===== src/rtl/sdm_mod_if.sv =====
// PCM sample handshake between a sample producer (master) and the sigma-delta modulator (slave).
interface sdm_mod_if #(
  parameter int DATA_W = 16
);
  logic signed [DATA_W-1:0] sample_in;
  logic                     sample_valid;
  logic                     sample_ready;

  modport master (output sample_in, output sample_valid, input  sample_ready);
  modport slave  (input  sample_in, input  sample_valid, output sample_ready);
endinterface


===== src/rtl/sdm_mod.sv =====
// Second-order sigma-delta modulator: signed PCM in, 1-bit stream plus bit clock out.
// One-deep sample buffer feeds the loop once every reg_modosr+1 bits.
module sdm_mod #(
  parameter int DATA_W = 16,
  parameter int INT_W  = 20
) (
  input  logic       SYSCLK,
  input  logic       SYSRSTn,
  input  logic       reg_moden,
  input  logic [7:0] reg_clkdiv,
  input  logic [7:0] reg_modosr,
  input  logic       reg_order,
  sdm_mod_if.slave   smp,
  output logic       sd_clk_out,
  output logic       sd_dsd_out,
  output logic       mod_underrun,
  output logic       sample_strobe
);
  localparam int SUM_W = INT_W + 2;
  localparam logic signed [SUM_W-1:0] FS  = {{(SUM_W-DATA_W){1'b0}}, 1'b1, {(DATA_W-1){1'b0}}};
  localparam logic signed [SUM_W-1:0] NFS = -FS;
  localparam logic signed [SUM_W-1:0] HI  = {3'b000, {(INT_W-1){1'b1}}};
  localparam logic signed [SUM_W-1:0] LO  = {3'b111, {(INT_W-1){1'b0}}};

  function automatic logic signed [SUM_W-1:0] ext_int(input logic signed [INT_W-1:0] v);
    return {{2{v[INT_W-1]}}, v};
  endfunction

  function automatic logic signed [INT_W-1:0] sat_int(input logic signed [SUM_W-1:0] v);
    logic signed [SUM_W-1:0] c;
    if (v > HI)      c = HI;
    else if (v < LO) c = LO;
    else             c = v;
    return c[INT_W-1:0];
  endfunction

  logic [7:0]               r_div;
  logic                     r_sdclk;
  logic                     r_dsd;
  logic [7:0]               r_osr;
  logic signed [INT_W-1:0]  r_i1;
  logic signed [INT_W-1:0]  r_i2;
  logic signed [DATA_W-1:0] r_active;
  logic signed [DATA_W-1:0] r_buf;
  logic                     r_buf_full;
  logic                     r_ready;
  logic                     r_underrun;
  logic                     r_strobe;

  logic signed [SUM_W-1:0]  w_x;
  logic signed [SUM_W-1:0]  w_fb;
  logic signed [SUM_W-1:0]  w_sum1;
  logic signed [SUM_W-1:0]  w_sum2;
  logic signed [INT_W-1:0]  w_i1_nxt;
  logic signed [INT_W-1:0]  w_i2_nxt;
  logic                     w_y;
  logic                     w_tick;
  logic                     w_step;
  logic                     w_slot;
  logic                     w_accept;

  // Loop arithmetic: feedback uses the previously emitted bit
  assign w_x      = {{(SUM_W-DATA_W){r_active[DATA_W-1]}}, r_active};
  assign w_fb     = r_dsd ? FS : NFS;
  assign w_sum1   = ext_int(r_i1) + w_x - w_fb;
  assign w_i1_nxt = sat_int(w_sum1);
  assign w_sum2   = ext_int(r_i2) + ext_int(w_i1_nxt) - w_fb;
  assign w_i2_nxt = sat_int(w_sum2);
  assign w_y      = reg_order ? ~w_i2_nxt[INT_W-1] : ~w_i1_nxt[INT_W-1];

  // A step happens only on the tick that takes sd_clk_out from 1 to 0
  assign w_tick   = (r_div == reg_clkdiv);
  assign w_step   = w_tick & r_sdclk;
  assign w_slot   = w_step & (r_osr == reg_modosr);
  assign w_accept = smp.sample_valid & r_ready;

  always_ff @(posedge SYSCLK or negedge SYSRSTn) begin
    if (!SYSRSTn) begin
      r_div      <= '0;
      r_sdclk    <= 1'b0;
      r_dsd      <= 1'b0;
      r_osr      <= '0;
      r_i1       <= '0;
      r_i2       <= '0;
      r_active   <= '0;
      r_buf      <= '0;
      r_buf_full <= 1'b0;
      r_ready    <= 1'b0;
      r_underrun <= 1'b0;
      r_strobe   <= 1'b0;
    end else if (!reg_moden) begin
      r_div      <= '0;
      r_sdclk    <= 1'b0;
      r_dsd      <= 1'b0;
      r_osr      <= '0;
      r_i1       <= '0;
      r_i2       <= '0;
      r_active   <= '0;
      r_buf      <= '0;
      r_buf_full <= 1'b0;
      r_ready    <= 1'b0;
      r_underrun <= 1'b0;
      r_strobe   <= 1'b0;
    end else begin
      r_strobe <= 1'b0;
      r_div    <= w_tick ? 8'd0 : r_div + 8'd1;
      if (w_tick) r_sdclk <= ~r_sdclk;
      if (w_step) begin
        r_i1  <= w_i1_nxt;
        r_i2  <= reg_order ? w_i2_nxt : '0;
        r_dsd <= w_y;
        r_osr <= w_slot ? 8'd0 : r_osr + 8'd1;
      end
      // The load sees the buffer state from before any same-cycle accept
      if (w_slot) begin
        if (r_buf_full) begin
          r_active <= r_buf;
          r_strobe <= 1'b1;
        end else begin
          r_underrun <= 1'b1;
        end
      end
      if (w_accept) r_buf <= smp.sample_in;
      if (w_slot && r_buf_full) r_buf_full <= 1'b0;
      else if (w_accept)        r_buf_full <= 1'b1;
      r_ready <= ~((r_buf_full & ~w_slot) | w_accept);
    end
  end

  assign sd_clk_out       = r_sdclk;
  assign sd_dsd_out       = r_dsd;
  assign mod_underrun     = r_underrun;
  assign sample_strobe    = r_strobe;
  assign smp.sample_ready = r_ready;

endmodule

===== src/flat_wrapper.sv =====
// flat-port wrapper written by rule: the top's interface ports become plain ports
module sdm_mod_flat 
#(
  parameter int DATA_W = 16,
  parameter int INT_W  = 20
)
  (SYSCLK, SYSRSTn, reg_moden, reg_clkdiv, reg_modosr, reg_order, sd_clk_out, sd_dsd_out, mod_underrun, sample_strobe, smp_sample_in, smp_sample_valid, smp_sample_ready);
  sdm_mod_if #(.DATA_W(DATA_W)) smp_i ();
  input  logic SYSCLK;
  input  logic SYSRSTn;
  input  logic reg_moden;
  input  logic [7:0] reg_clkdiv;
  input  logic [7:0] reg_modosr;
  input  logic reg_order;
  output logic sd_clk_out;
  output logic sd_dsd_out;
  output logic mod_underrun;
  output logic sample_strobe;
  input wire logic [$bits(smp_i.sample_in)-1:0] smp_sample_in;
  input wire logic [$bits(smp_i.sample_valid)-1:0] smp_sample_valid;
  output wire logic [$bits(smp_i.sample_ready)-1:0] smp_sample_ready;
  assign smp_i.sample_in = smp_sample_in;
  assign smp_i.sample_valid = smp_sample_valid;
  assign smp_sample_ready = smp_i.sample_ready;
  sdm_mod #(.DATA_W(DATA_W), .INT_W(INT_W)) u_core (.SYSCLK(SYSCLK), .SYSRSTn(SYSRSTn), .reg_moden(reg_moden), .reg_clkdiv(reg_clkdiv), .reg_modosr(reg_modosr), .reg_order(reg_order), .smp(smp_i), .sd_clk_out(sd_clk_out), .sd_dsd_out(sd_dsd_out), .mod_underrun(mod_underrun), .sample_strobe(sample_strobe));
endmodule

===== config.mk =====
export PLATFORM = sky130hd
export DESIGN_NAME = sdm_mod_flat
export DESIGN_NICKNAME = d
export VERILOG_FILES = /design/src/rtl/sdm_mod_if.sv /design/src/rtl/sdm_mod.sv /design/src/flat_wrapper.sv
export SDC_FILE = /design/constraint.sdc
export NUM_CORES = 1
export LEC_CHECK = 0
export ABC_AREA = 1
export CORE_UTILIZATION = 62
export DETAILED_ROUTE_END_ITERATION = 10
export PLACE_DENSITY = 0.85
export SKIP_LAST_GASP = 1
export SYNTH_ARGS = -nofsm -noshare
export SYNTH_HDL_FRONTEND = slang
export SYNTH_SLANG_ARGS = --single-unit

===== constraint.sdc =====
create_clock -name SYSCLK -period 6.8 [get_ports SYSCLK]
set_clock_uncertainty 0.15 [all_clocks]
set_input_delay 1.02 -clock SYSCLK [delete_from_list [all_inputs] [get_ports SYSCLK]]
set_output_delay 1.02 -clock SYSCLK [all_outputs]
set_load 0.005 [all_outputs]

# Yosys cells after proc, flatten, opt, wreduce, memory -nomap -nowiden
# Cells that the tools add are included.
# classes
n_bitwise,10
n_lt_le_gt_ge,4
n_reduce_logical,3
addsub,6
mux,35
eq_ne,9
# op_table
operator,count
two-way mux 20 bit,9
two-way mux 16 bit,5
> comparator 22 x 20 -> 1 bit (second input constant),2
< comparator 22 x 20 -> 1 bit (second input constant),2
subtractor 21 x 22 -> 22 bit,2
two-way mux 8 bit,5
two-way mux 22 bit,1
adder 20 x 16 -> 21 bit,1
adder 20 x 20 -> 21 bit,1
adder 8 x 1 -> 8 bit (second input constant),2
== test 8 bit,2
two-way mux 1 bit,15
inequality test 2 x 1 -> 1 bit (second input constant),5
NOT 1 bit,5
AND 1 bit,4
AND reduction 2 bit,2
inequality test 3 x 1 -> 1 bit (second input constant),1
inequality test 2 bit (second input constant),1
logical AND 1 bit,1
OR 1 bit,1
# word_totals
out_inout_bits,5
wordCells,79
regBits,94
in_bits,37

# Depth between registers and ports, before layout
# depth
ltp_word,14
depth_mapped,38
mapped_depth_nobuf,37

# Worst setup path after synthesis
# No wires, ideal clock.
# synth_path
kind,reg-to-reg
startpoint,"reg u_core.r_dsd, in the netlist u_core.sd_dsd_out"
endpoint,reg u_core.r_i2[7]
stages_incl_launch_ff,32
required_time_ns,6.527
n_path_buf,2
arrival_time_ns,4.731
setup_ns,0.123
slack_ns,1.797
period_less_slack_ns,5.003
cell_sequence,dfrtp_1 > inv_1 > fa_1 > inv_1 > ha_1 > nand2_1 > nand2_1 > o21bai_1 > a21oi_1 > nand3_1 > nand2_1 > nand2_2 > nand2_2 > buf_6 > nand2_1 > nand2_2 > inv_1 > fa_1 > inv_1 > ha_1 > nand2_2 > nor2_2 > inv_2 > nor2_4 > nand4_2 > nand3_2 > nand2_1 > nand2_1 > nand2_1 > nand3_4 > buf_8 > nand3_2
# synth_between
elab_chain_len,13
elab_cells_between_ends,15
cone_classes,add/sub: 3; order compare: 4; mux: 8
# synth_lines
element,line,rtl
"start, declared",sdm_mod.sv:39,logic r_dsd;
"start signal, assigned",sdm_mod.sv:111,r_dsd <= w_y;
two-way mux 22 bit (*),sdm_mod.sv:64,assign w_fb = r_dsd ? FS : NFS;
subtractor 21 x 22 -> 22 bit,sdm_mod.sv:65,assign w_sum1 = ext_int(r_i1) + w_x - w_fb;
< comparator 22 x 20 -> 1 bit,sdm_mod.sv:32,else if (v < LO) c = LO;
two-way mux 20 bit,sdm_mod.sv:32,
two-way mux 20 bit,sdm_mod.sv:31,if (v > HI) c = HI;
adder 20 x 20 -> 21 bit,sdm_mod.sv:67,assign w_sum2 = ext_int(r_i2) + ext_int(w_i1_nxt) - w_fb;
subtractor 21 x 22 -> 22 bit (*),sdm_mod.sv:67,
< comparator 22 x 20 -> 1 bit,sdm_mod.sv:32,
two-way mux 20 bit,sdm_mod.sv:32,
two-way mux 20 bit (*),sdm_mod.sv:31,
two-way mux 20 bit (*),sdm_mod.sv:110,r_i2 <= reg_order ? w_i2_nxt : '0;
two-way mux 20 bit (*),sdm_mod.sv:108,if (w_step) begin
two-way mux 20 bit (*),sdm_mod.sv:91,end else if (!reg_moden) begin
"end signal, assigned",sdm_mod.sv:110,
"end, declared",sdm_mod.sv:42,logic signed [INT_W-1:0] r_i2;
# Mark *: on every way between the ends. The rest lies on a longest branch, timed or not. The select of a mux whose other input is x is not followed.
# A chain may end at the register's enable or synchronous reset.

# Worst setup path after layout
# layout_path
startpoint,"reg u_core.r_dsd, in the netlist u_core.sd_dsd_out"
endpoint,reg u_core.r_i2[14]
# Same word-level chain as after synthesis.

==> reports/results.md <==
| Quantity | Reported | Unit |
|:---|:---|:---|
| Overall track demand over capacity in global routing | 30.8 | % |
| Transition time at the pin with the least slew margin | 0.865 | ns |
| Count of buffers inserted at the top-level ports | 41 | - |
| Starting Density | 64.0 | % |
| Number of clock buffers inserted by TritonCTS | 9 | - |
| Die Area | 0.0136 | mm2 |
| Width of the chip | 117 | um |
| Clock-pin slew reported for the worst setup and hold paths after clock tree synthesis | 0.07 | ns |
| Number of enable-type register cells in the synthesized netlist | 0 | - |
| Combined area of all synthesized cells | 0.00814 | mm2 |
| Global route total overflow | 0 | - |
| Number of antenna violations at the first check in global routing | 0 | - |
| # hold bufs at CTS | 0 | - |
| Data arrival at the endpoint of the critical path | 5.86 | ns |
| Area of the core | 0.0127 | mm2 |
| Sw Ratio | 24.1 | % |
| Cell leakage power | 4.98 | nW |
| Final count of pins violating max slew | 0 | - |
| Proportion of power drawn by flip-flops and latches | 48.9 | % |
| Initial drt markers | 477 | - |
| Crit Path Category | flop to flop | - |
| Largest net degree at the start of global routing | 69 | - |
| Final core utilization | 70.3 | % |
| Final nets | 1304 | - |
| Maximum fanout along the worst path | 20 | - |
| Commonest cells after routing, fill and taps aside | 308 x sky130_fd_sc_hd__nand2_1, 241 x sky130_fd_sc_hd__inv_1, 94 x sky130_fd_sc_hd__dfrtp_1 | - |
| Post-DP Area | 0.00864 | mm2 |
| Commonest non-fill, non-tap cell in the layout | sky130_fd_sc_hd__nand2_1 | - |
| Number of cells on the worst reg-to-reg path | 29 | - |
| Buffers inserted during post-CTS setup optimization | 0 | - |
| R2R Path Start | u_core.sd_dsd_out$_DFFE_PN0P_ | - |
| Sequential share of the synthesized area | 28.9 | % |
| Number of gates given a new drive strength after cts | 0 | - |
| Destination of the worst register-to-register timing path | u_core.r_i2[14]$_DFFE_PN0P_ | - |
| P_sw | 0.281 | mW |
| Aggregate routed wire length | 19100 | um |
| Crit. End Element | flop | - |
| Yosys warning total | 0 | - |
| Maximum clock path buffer count | 2 | - |
| Maximum level of the CTS H-tree | 3 | - |
| Origin of the worst min-delay path | u_core.r_i2[1]$_DFFE_PN0P_ | - |
| Maximum capacitance violations | 0 | - |
| Syn-to-layout area delta | 9.82 | % |
| Most used flip-flop cell after synthesis | sky130_fd_sc_hd__dfrtp_1 | - |
| Die boundary height | 117 | um |
| Diode count | 0 | - |
| Clk Latency, worst-skew pair | 0.36 | ns |
| Fin area | 0.00894 | mm2 |
| Fraction of synthesis flops using an asynchronous set or reset pin | 100 | % |
| Setup TNS | 0 | ns |
| Endpoint required time on the critical path | 6.95 | ns |
| Cell Int Power | 0.884 | mW |
| Fraction of layout cells with a size suffix above 1 | 9.83 | % |
| Top-area cell type share of the netlist area | 28.9 | % |
| Number of nets in the synthesized netlist | 1268 | - |
| HPWL after detailed placement | 14900 | um |
| Share of the clock period used by the worst path after layout | 83.9 | % |
| Final Total Pwr | 1.16 | mW |
| CP startpoint kind | flop | - |
| Slew headroom | 42.3 | % |
| Largest incremental delay on the critical path | 0.59 | ns |
| Number of placement rows | 41 | - |
| First-pass GRT wire length | 32800 | um |
| Outcome | finished, final reports clean | - |
| Clk pwr share | 45.0 | % |
| Register-to-register path setup slack | 1.10 | ns |
| Worst IR drop on VDD | 0.0993 | mV |
| Number of clock sinks | 94 | - |
| Number of global-route vias before repair | 7390 | - |
| Post-route antenna net violation count | 0 | - |
| Hold Fails Final Rpt | 0 | - |
| Achievable Freq | 0.175 | GHz |
| Number of distinct library cells after synthesis | 51 | - |
| Setup violators final | 0 | - |
| Power density over the cells | 130 | mW/mm2 |
| Number of register bits inferred by synthesis | 94 | - |
| Type of the most critical hold path | flop to flop | - |
| Slowest stage cell on the critical path | sky130_fd_sc_hd__dfrtp_1 | - |
| Top-level I/O count | 42 | - |
| First-pass detailed-route iteration total | 5 | - |
| Avg Inst Size Synth | 7.08 | um2 |
| Weighted congestion reported at the end of routability-driven placement | 0.932 | - |
| Vias per Instance | 5.35 | - |
| Count of mapped cells out of synthesis | 1149 | - |
| Crit path from | u_core.sd_dsd_out$_DFFE_PN0P_ | - |
| Cell types occupying the most area after synthesis | sky130_fd_sc_hd__dfrtp_1 29%, sky130_fd_sc_hd__nand2_1 14%, sky130_fd_sc_hd__ha_1 11% | - |
| Comb power frac | 6.2 | % |
| Setup repair after global routing missed its margin | no | - |
| Min Tclk post-route | 5.70 | ns |
| Library cell appearing most often on the critical path | sky130_fd_sc_hd__nand2_1 | - |
| DRC violation count after routing | 0 | - |
| Worst slack on hold paths | 0.338 | ns |
| Dominant cell type by area after synthesis | sky130_fd_sc_hd__dfrtp_1 | - |
| Endpoint, Worst Hold | u_core.r_i2[1]$_DFFE_PN0P_ | - |
| Hold depth | 2 | - |
| Root Driver | sky130_fd_sc_hd__clkbuf_16 | - |
| Average wire length per cell after detail routing | 14.0 | um |
| Total vias in the final route | 7289 | - |
| TritonCTS clock tree | yes | - |
## critical path: cells and delay by family (launching register included)
| family | cells | cell delay (ns) |
|---|---|---|
| AOI/OAI and AO/OA | 4 | 0.84 |
| buffers and inverters | 5 | 0.41 |
| adders and majority gates | 4 | 1.80 |
| and+or+nand+nor | 16 | 1.83 |
| DFF | 1 | 0.59 |
## synth_stat cells (all sizes together), types with 2 or more instances
cell type and count:
nand4 29, or2 3, ha 74, o21ai 37, xor2 31, fa 8, o21bai 6, nor3 10
o22ai 16, inv 253, nand3 76, xnor2 11, dfrtp 94, a21oi 54, nand2 350, nor2 64
nor3b 2, clkbuf 6, buf 13
## stage by stage
stage | cells | setup slack [ns]
6_report | 1362 | 1.10
2_1_floorplan | 1149 | 1.80
4_1_cts | 1362 | 1.09
5_1_grt | 1362 | 0.458
3_5_place_dp | 1346 | 1.10
3_3_place_gp | 1346 | 1.27
## sequential cells by signal, summed over array words and instances, names as in the netlist, 8 cells and up
name             count
u_core.r_active     16
u_core.r_buf        16
u_core.r_div         8
u_core.r_i1         20
u_core.r_i2         20
u_core.r_osr         8
## worst max path at each step
stage	cells after the start	to	slack (ns)
final	29	u_core.r_i2[14]$_DFFE_PN0P_	1.10
after global routing	29	u_core.r_i2[15]$_DFFE_PN0P_	0.46
after CTS	29	u_core.r_i2[14]$_DFFE_PN0P_	1.09
after detailed placement	29	u_core.r_i2[15]$_DFFE_PN0P_	1.10
after global placement	29	u_core.r_i2[14]$_DFFE_PN0P_	1.27
after floorplan	31	u_core.r_i2[7]$_DFFE_PN0P_	1.80
## routing by layer
layer	GRT usage (%)	vias up	wire length, um
met1	37.9	3392	8490
li1	-	3653	-
met3	3.84	43	826
met4	14.0	0	541
met2	54.0	201	9250
met5	0	-	0
## power groups by stage
stage	sequential, mW	combinational, mW	clock, mW
after floorplan	0.579	0.0299	0
after global placement	0.580	0.0702	0
after detailed placement	0.580	0.0724	0
after CTS	0.569	0.0727	0.528
after global routing	0.570	0.0802	0.551
final	0.569	0.0717	0.524
## final cells by class
| type | count | area, um2 |
|---|---|---|
| multi-input combinational | 783 | 4690 |
| clock buffer | 9 | 225 |
| fill | 1024 | 3780 |
| timing repair buffer | 44 | 430 |
| tap | 172 | 215 |
| sequential | 94 | 2350 |
| inverter | 253 | 950 |
| clock inverter | 7 | 77.6 |
## cell families after synthesis
family | count (synthesis) | share of synthesized area (%)
flip-flops | 94 | 28.9
XOR/XNOR | 42 | 4.52
AND/OR/NAND/NOR | 538 | 31.2
AO/OA/AOI/OAI | 121 | 8.58
buffers and inverters | 272 | 13.5
adder cells (fa/ha/maj) | 82 | 13.3
Note: power is estimated with default switching activity, not from simulation.
